**src/rtl/gram_dfii_pkg.sv**
```systemverilog
// Shared definitions for the DFII software-control register bank:
// register offsets, CONTROL/COMMAND bit positions and the DFI command beat.
package gram_dfii_pkg;

    typedef enum logic [2:0] {
        REG_CONTROL  = 3'd0,
        REG_COMMAND  = 3'd1,
        REG_ISSUE    = 3'd2,
        REG_ADDRESS  = 3'd3,
        REG_BADDRESS = 3'd4,
        REG_WRDATA   = 3'd5,
        REG_RDDATA   = 3'd6
    } dfii_reg_e;

    localparam int unsigned NUM_REGS = 7;

    localparam int CTRL_SEL     = 0;
    localparam int CTRL_CKE     = 1;
    localparam int CTRL_ODT     = 2;
    localparam int CTRL_RESET_N = 3;
    localparam int CTRL_W       = 4;

    localparam int CMD_CS   = 0;
    localparam int CMD_WE   = 1;
    localparam int CMD_CAS  = 2;
    localparam int CMD_RAS  = 3;
    localparam int CMD_WREN = 4;
    localparam int CMD_RDEN = 5;
    localparam int CMD_W    = 6;

    typedef struct packed {
        logic cs_n;
        logic ras_n;
        logic cas_n;
        logic we_n;
        logic wrdata_en;
        logic rddata_en;
    } dfi_cmd_t;

    localparam dfi_cmd_t DFI_CMD_IDLE = '{
        cs_n: 1'b1, ras_n: 1'b1, cas_n: 1'b1, we_n: 1'b1,
        wrdata_en: 1'b0, rddata_en: 1'b0
    };

    // COMMAND register bits are active-high; the DFI strobes are active-low.
    function automatic dfi_cmd_t cmd_decode(input logic [CMD_W-1:0] cmd);
        dfi_cmd_t beat;
        beat.cs_n      = ~cmd[CMD_CS];
        beat.ras_n     = ~cmd[CMD_RAS];
        beat.cas_n     = ~cmd[CMD_CAS];
        beat.we_n      = ~cmd[CMD_WE];
        beat.wrdata_en = cmd[CMD_WREN];
        beat.rddata_en = cmd[CMD_RDEN];
        return beat;
    endfunction

endpackage

```
**src/rtl/gram_dfii_cmd_pulse.sv**
```systemverilog
// One-shot DFI command generator: a fire strobe turns the COMMAND bits into
// exactly one registered command beat; every other cycle the bus idles.
module gram_dfii_cmd_pulse
    import gram_dfii_pkg::*;
(
    input  logic              clk,
    input  logic              rst_n,
    input  logic              fire_i,
    input  logic [CMD_W-1:0]  cmd_i,
    output logic              cs_n_o,
    output logic              ras_n_o,
    output logic              cas_n_o,
    output logic              we_n_o,
    output logic              wrdata_en_o,
    output logic              rddata_en_o
);

    dfi_cmd_t beat_d;
    dfi_cmd_t beat_q;

    always_comb begin
        // NOTE: assign a default before any condition so no path leaves beat_d unassigned (no latch).
        beat_d = DFI_CMD_IDLE;
        if (fire_i) begin
            beat_d = cmd_decode(cmd_i);
        end
    end

    always_ff @(posedge clk or negedge rst_n) begin
        if (!rst_n) begin
            beat_q <= DFI_CMD_IDLE;
        end else begin
            // NOTE: non-blocking assignment so every flop samples pre-edge values.
            beat_q <= beat_d;
        end
    end

    assign cs_n_o      = beat_q.cs_n;
    assign ras_n_o     = beat_q.ras_n;
    assign cas_n_o     = beat_q.cas_n;
    assign we_n_o      = beat_q.we_n;
    assign wrdata_en_o = beat_q.wrdata_en;
    assign rddata_en_o = beat_q.rddata_en;

endmodule

```
**src/rtl/gram_dfii_wb_csr.sv**
```systemverilog
// Wishbone classic responder for the DFII software-control registers used by
// firmware to sequence DDR3 init before handing DFI to the hardware controller.
module gram_dfii_wb_csr
    import gram_dfii_pkg::*;
#(
    parameter logic [31:0] BASE_ADR = 32'h2400,
    parameter int          ADDR_W   = 14,
    parameter int          BANK_W   = 3,
    parameter int          DATA_W   = 32
) (
    input  logic              clk,
    input  logic              rst_n,
    input  logic [31:0]       wb_adr,
    input  logic [31:0]       wb_dat_w,
    output logic [31:0]       wb_dat_r,
    input  logic [3:0]        wb_sel,
    input  logic              wb_cyc,
    input  logic              wb_stb,
    input  logic              wb_we,
    output logic              wb_ack,
    output logic              dfii_sel,
    output logic              dfi_cke,
    output logic              dfi_odt,
    output logic              dfi_reset_n,
    output logic              dfi_cs_n,
    output logic              dfi_ras_n,
    output logic              dfi_cas_n,
    output logic              dfi_we_n,
    output logic [ADDR_W-1:0] dfi_address,
    output logic [BANK_W-1:0] dfi_bank,
    output logic              dfi_wrdata_en,
    output logic [DATA_W-1:0] dfi_wrdata,
    output logic              dfi_rddata_en,
    input  logic [DATA_W-1:0] dfi_rddata,
    input  logic              dfi_rddata_valid
);

    // Reset asserts asynchronously but releases two edges later, clean to clk.
    logic [1:0] rst_sync_q;
    logic       rst_int_n;

    always_ff @(posedge clk or negedge rst_n) begin
        if (!rst_n) begin
            rst_sync_q <= 2'b00;
        end else begin
            rst_sync_q <= {rst_sync_q[0], 1'b1};
        end
    end

    assign rst_int_n = rst_sync_q[1];

    logic              wb_ack_q;
    logic [31:0]       wb_dat_r_q;
    logic [31:0]       rd_data_d;
    logic [CTRL_W-1:0] control_q;
    logic [CMD_W-1:0]  command_q;
    logic [ADDR_W-1:0] address_q;
    logic [BANK_W-1:0] baddress_q;
    logic [DATA_W-1:0] wrdata_q;
    logic [DATA_W-1:0] rddata_q;

    logic [31:0] offset;
    logic        in_range;
    logic        req;
    logic        wr_en;
    logic        issue_fire;

    // Offset arithmetic wraps, so addresses below BASE_ADR fall out of range too.
    assign offset   = wb_adr - BASE_ADR;
    assign in_range = offset < 32'(NUM_REGS);
    assign req      = wb_cyc & wb_stb & ~wb_ack_q;
    assign wr_en    = req & wb_we & in_range & (wb_sel == 4'hF);

    assign issue_fire = wr_en & (offset[2:0] == REG_ISSUE) & wb_dat_w[0]
                      & ~control_q[CTRL_SEL];

    always_comb begin
        rd_data_d = '0;
        if (in_range) begin
            case (offset[2:0])
                REG_CONTROL:  rd_data_d = 32'(control_q);
                REG_COMMAND:  rd_data_d = 32'(command_q);
                REG_ADDRESS:  rd_data_d = 32'(address_q);
                REG_BADDRESS: rd_data_d = 32'(baddress_q);
                REG_WRDATA:   rd_data_d = 32'(wrdata_q);
                REG_RDDATA:   rd_data_d = 32'(rddata_q);
                default:      rd_data_d = '0;
            endcase
        end
    end

    always_ff @(posedge clk or negedge rst_int_n) begin
        if (!rst_int_n) begin
            wb_ack_q   <= 1'b0;
            wb_dat_r_q <= '0;
        end else begin
            wb_ack_q   <= req;
            wb_dat_r_q <= (req && !wb_we) ? rd_data_d : '0;
        end
    end

    always_ff @(posedge clk or negedge rst_int_n) begin
        if (!rst_int_n) begin
            control_q  <= '0;
            command_q  <= '0;
            address_q  <= '0;
            baddress_q <= '0;
            wrdata_q   <= '0;
            rddata_q   <= '0;
        end else begin
            if (wr_en) begin
                case (offset[2:0])
                    REG_CONTROL:  control_q  <= wb_dat_w[CTRL_W-1:0];
                    REG_COMMAND:  command_q  <= wb_dat_w[CMD_W-1:0];
                    REG_ADDRESS:  address_q  <= wb_dat_w[ADDR_W-1:0];
                    REG_BADDRESS: baddress_q <= wb_dat_w[BANK_W-1:0];
                    REG_WRDATA:   wrdata_q   <= DATA_W'(wb_dat_w);
                    default:      ;
                endcase
            end
            // A same-edge Wishbone read of RDDATA still sees the old capture.
            if (dfi_rddata_valid) begin
                rddata_q <= dfi_rddata;
            end
        end
    end

    gram_dfii_cmd_pulse u_cmd_pulse (
        .clk         (clk),
        .rst_n       (rst_int_n),
        .fire_i      (issue_fire),
        .cmd_i       (command_q),
        .cs_n_o      (dfi_cs_n),
        .ras_n_o     (dfi_ras_n),
        .cas_n_o     (dfi_cas_n),
        .we_n_o      (dfi_we_n),
        .wrdata_en_o (dfi_wrdata_en),
        .rddata_en_o (dfi_rddata_en)
    );

    assign wb_ack      = wb_ack_q;
    assign wb_dat_r    = wb_dat_r_q;
    assign dfii_sel    = control_q[CTRL_SEL];
    assign dfi_cke     = control_q[CTRL_CKE];
    assign dfi_odt     = control_q[CTRL_ODT];
    assign dfi_reset_n = control_q[CTRL_RESET_N];
    assign dfi_address = address_q;
    assign dfi_bank    = baddress_q;
    assign dfi_wrdata  = wrdata_q;

endmodule
```
**config.mk**
```make
export PLATFORM = sky130hd
export DESIGN_NAME = gram_dfii_wb_csr
export DESIGN_NICKNAME = d
export VERILOG_FILES = /design/src/rtl/gram_dfii_pkg.sv /design/src/rtl/gram_dfii_cmd_pulse.sv /design/src/rtl/gram_dfii_wb_csr.sv
export SDC_FILE = /design/constraint.sdc
export NUM_CORES = 1
export LEC_CHECK = 0
export ABC_AREA = 1
export BUFFER_PORTS_ARGS = -buffer_cell sky130_fd_sc_hd__buf_2
export CAP_MARGIN = 20
export CORE_MARGIN = 8
export CORE_UTILIZATION = 40
export CTS_CLUSTER_DIAMETER = 150
export CTS_CLUSTER_SIZE = 14
export DETAILED_ROUTE_END_ITERATION = 12
export PLACE_DENSITY = 0.67
export SLEW_MARGIN = 20
export SYNTH_ARGS = -nofsm -noshare
export SYNTH_HDL_FRONTEND = slang
export SYNTH_SLANG_ARGS = --single-unit
```
**constraint.sdc**
```tcl
create_clock -name clk -period 7.6 [get_ports clk]
set_input_delay 1.52 -clock clk [delete_from_list [all_inputs] [get_ports clk]]
set_output_delay 1.52 -clock clk [all_outputs]
set_load 0.01 [all_outputs]
```
==> flow_summary_export.csv <==
group,metric,value,unit
timing,fmax,253,MHz
logic_synthesis,yosys_warnings,0,
logic_synthesis,synth.most_common_cell,"nand2_1",
grt,track_usage,19.4,%
placed_design,port_buffers,197,
logic_synthesis,yosys.area_share.adder,0,%
cells_and_area,final_nets,970,
setup_path,rr_worst_depth,7,
drt,drc_errors,0,
drt,antenna_left,0,
logic_synthesis,synth_xor_area_share,0.146,%
grt,grt_start_max_net_pins,67,
floorplanning,core,0.0149,mm²
setup_path,end_kind,"flip-flop",
logic_synthesis,synth_flop_cell,"dfrtp_1",
floorplanning,ios,198,
placed_design,place_hpwl,12800,µm
logic_synthesis,synth_common_cells,"nand2_1 (227), dfrtp_1 (128), nand4_1 (64)",
power,clkPwrFrac,50.1,%
placed_design,post-place-ws,3.24,ns
drt,dr.pass1.iters,5,
floorplanning,core.rowCount,45,
cells_and_area,stdcell_count,1067,
floorplanning,dieArea,0.0192,mm²
timing,slew_viol_final,0,
logic_synthesis,synth_edf_count,0,
drt,vias,5431,
grt,grt_pass1_wl,30100,µm
power,p_per_area,217,mW/mm²
flow_run,max_cap_violations,0,
power,switchingPower,371,µW
timing,post-route-min-period,3.95,ns
cells_and_area,final_area,0.00772,mm²
cells_and_area,drive_above_1_share,33.2,%
grt,grt_pass1_vias,5599,
setup_path,r2r-end,"dfi_address[7]$_DFFE_PN0P_",
clock_tree,root_buffer,"clkbuf_16",
clock_tree,htreeDepth,4,
clock_tree,clock_sinks,132,
timing,rsz0062_at_grt,"false",
clock_tree,numCtsBuffers,17,
floorplanning,fp.dieW,139,µm
power,power_frac_seq,43.7,%
logic_synthesis,synth_top_family_by_area,"simple AND/OR/NAND/NOR gates",
logic_synthesis,syn_area_per_cell,8.85,µm²
clock_tree,cts_tree,"done",
logic_synthesis,muxShareOfSynthArea,3.37,%
clock_tree,post-cts-setup-buffer-count,0,
power,p_leak,4.13,nW
timing,min_period_over_period,52.0,%
timing,setup_tns,0,ns
logic_synthesis,yosysSeqAreaShare,55.0,%
placed_design,place_inst,1033,
timing,setup_violations,0,
cells_and_area,fillers,1382,
drt,drtIter0Drc,322,
logic_synthesis,syn-cell-area,0.00601,mm²
power,internal_power,1.30,mW
logic_synthesis,yosys.area.top_type,"dfrtp_1",
logic_synthesis,async_flop_share,100,%
placed_design,placed_area,0.00711,mm²
setup_path,cp.required,7.90,ns
setup_path,worst_ep_arrival_time,4.25,ns
setup_path,critical_path.max_fanout,29,
worst_hold_path,hold_path_class,"flip-flop to async pin",
outcome,outcome,"finished, final reports clean",
logic_synthesis,synthSimpleGateAreaFrac,28.7,%
grt,grt-ovfl-total,0,
logic_synthesis,ys_ff_latch,132,
floorplanning,fp.dieH,139,µm
setup_path,crit_type,"input pin to flip-flop",
setup_path,ff2ff_setup_slack,5.13,ns
power,comb_power_share,6.2,%
clock_tree,clock_latency,0.42,ns
setup_path,timing.rr.start,"wb_ack$_DFF_PN0_",
setup_path,cp-start-kind,"input pin",
logic_synthesis,ys_types,30,
placed_design,routabilityCongestion,0.840,
clock_tree,clock_path_buffers,2,
drt,totalWireLength,18300,µm
logic_synthesis,synth_nets,785,
logic_synthesis,synth_compound_area_share,6.58,%
logic_synthesis,netlist_instances,679,
timing,max_slew_margin,38.4,%
clock_tree,clk_pin_slew,0.05,ns
floorplanning,start_util,40.3,%
timing,worstMarginPinSlew,0.923,ns
cells_and_area,area_delta_synth_final,28.5,%
timing,hold_viol_final,0,
clock_tree,holdBufCountCts,0,
logic_synthesis,synth.top_cell.area_share,53.3,%
drt,post_drt_wl_per_cell,17.2,µm
timing,clock_skew,0.00915,ns
timing,timing.final.ws_setup,3.65,ns
power,vdd_ir_drop_max,136,µV
grt,antenna_found_initial,2,
logic_synthesis,synth_area_leaders,"dfrtp_1 (53%), nand2_1 (14%), nand4_1 (6.7%)",
drt,viasPerCell,5.09,
clock_tree,cts-resized-gates,0,
timing,hold_slack,0.319,ns
power,switching_share,22.2,%
-- how the worst max path moves through the flow --
stage / startpoint / endpoint / cells past startpoint
after floorplan: rst_sync_q[1]$_DFF_PN0_ / command_q[0]$_DFFE_PN0P_ / 0
after global placement: wb_adr[17] / dfi_address[7]$_DFFE_PN0P_ / 13
final: wb_adr[12] / dfi_address[7]$_DFFE_PN0P_ / 13
after CTS: wb_adr[12] / dfi_address[7]$_DFFE_PN0P_ / 13
after global routing: wb_adr[18] / command_q[1]$_DFFE_PN0P_ / 14
after detailed placement: wb_adr[12] / dfi_address[7]$_DFFE_PN0P_ / 13
-- layout by cell type, fill, tap and decap left out, drive strengths merged --
master | netlist | routed
nand2 | 229 | 229
buf | 16 | 206
dfrtp | 128 | 128
nor2 | 65 | 65
nand4 | 64 | 64
inv | 42 | 42
nand3 | 23 | 23
clkbuf | 24 | 23
a21oi | 20 | 20
mux2 | 18 | 18
o21ai | 17 | 17
a221oi | 14 | 14
nor3 | 6 | 6
clkinv | 0 | 5
dfstp | 4 | 4
bufinv | 0 | 3
diode | 0 | 2
and3 | 2 | 2
o2111ai | 2 | 2
xor2 | 1 | 1
nor3b | 1 | 1
nor4 | 1 | 1
o22ai | 1 | 1
clkinvlp | 0 | 1
conb | 1 | 1
-- power groups by stage --
stage               Sequential [mW]  Combinational, mW  Clock, mW
finish                        0.731              0.104      0.837
global route                  0.734              0.117      0.883
CTS                           0.732              0.105      0.851
detailed placement            0.744              0.105          0
global placement              0.743              0.104          0
floorplan                     0.748             0.0476          0
-- worst max-delay path, cell delays in order --
cell	delay, ns
buf_2	0.10
nor2_2	0.10
nand2_1	0.08
nand2_2	0.21
nand3_1	0.14
nor2_1	0.14
nor2_1	0.05
nor2_1	0.08
nand4_1	0.16
nor2_4	0.61
nand3_1	0.73
nand2_1	0.24
nand2_1	0.06
-- metal layers --
metal | GRT usage (%) | share of wire, %
met5 | 0 | 0
met4 | 7.38 | 1.4
met3 | 6.88 | 8.2
met2 | 30.4 | 47
met1 | 24.2 | 43
-- sequential cells by signal, indices dropped and copies added, names as in the netlist --
name / flops
dfi_wrdata: 32
rddata_q: 32
wb_dat_r: 32
dfi_address: 14
command_q: 6
control_q: 4
dfi_bank: 3
rst_sync_q: 2
u_cmd_pulse.cas_n_o: 1
u_cmd_pulse.cs_n_o: 1
u_cmd_pulse.ras_n_o: 1
u_cmd_pulse.rddata_en_o: 1
u_cmd_pulse.we_n_o: 1
u_cmd_pulse.wrdata_en_o: 1
wb_ack: 1
-- cell type report --
| class | count | area (µm²) | share of cell area, % |
|---|---|---|---|
| well taps | 188 | 235 | 3.05 |
| clock buffers | 23 | 478 | 6.19 |
| clock inverters | 9 | 126 | 1.64 |
| repair buffers | 206 | 1050 | 13.6 |
| inverters | 42 | 158 | 2.04 |
| flip-flops and latches | 132 | 3310 | 42.9 |
| multi-input cells | 465 | 2350 | 30.5 |
| diodes | 2 | 5.00 | 0.0648 |
-- cell families after synthesis --
kind of cell | Yosys count
xor gates and xnor gates | 1
other | 1
buffers and inverters | 82
DFF | 132
and+or+nand+nor | 391
AOI/OAI and AO/OA | 54
muxes | 18
-- through the flow --
step	power (mW)	util [%]
3_3_place_gp	0.847	47.7
5_1_grt	1.73	51.7
3_5_place_dp	0.849	47.7
6_report	1.67	51.7
4_1_cts	1.69	51.7
2_1_floorplan	0.795	-
Note: power is estimated with default switching activity, not from simulation.
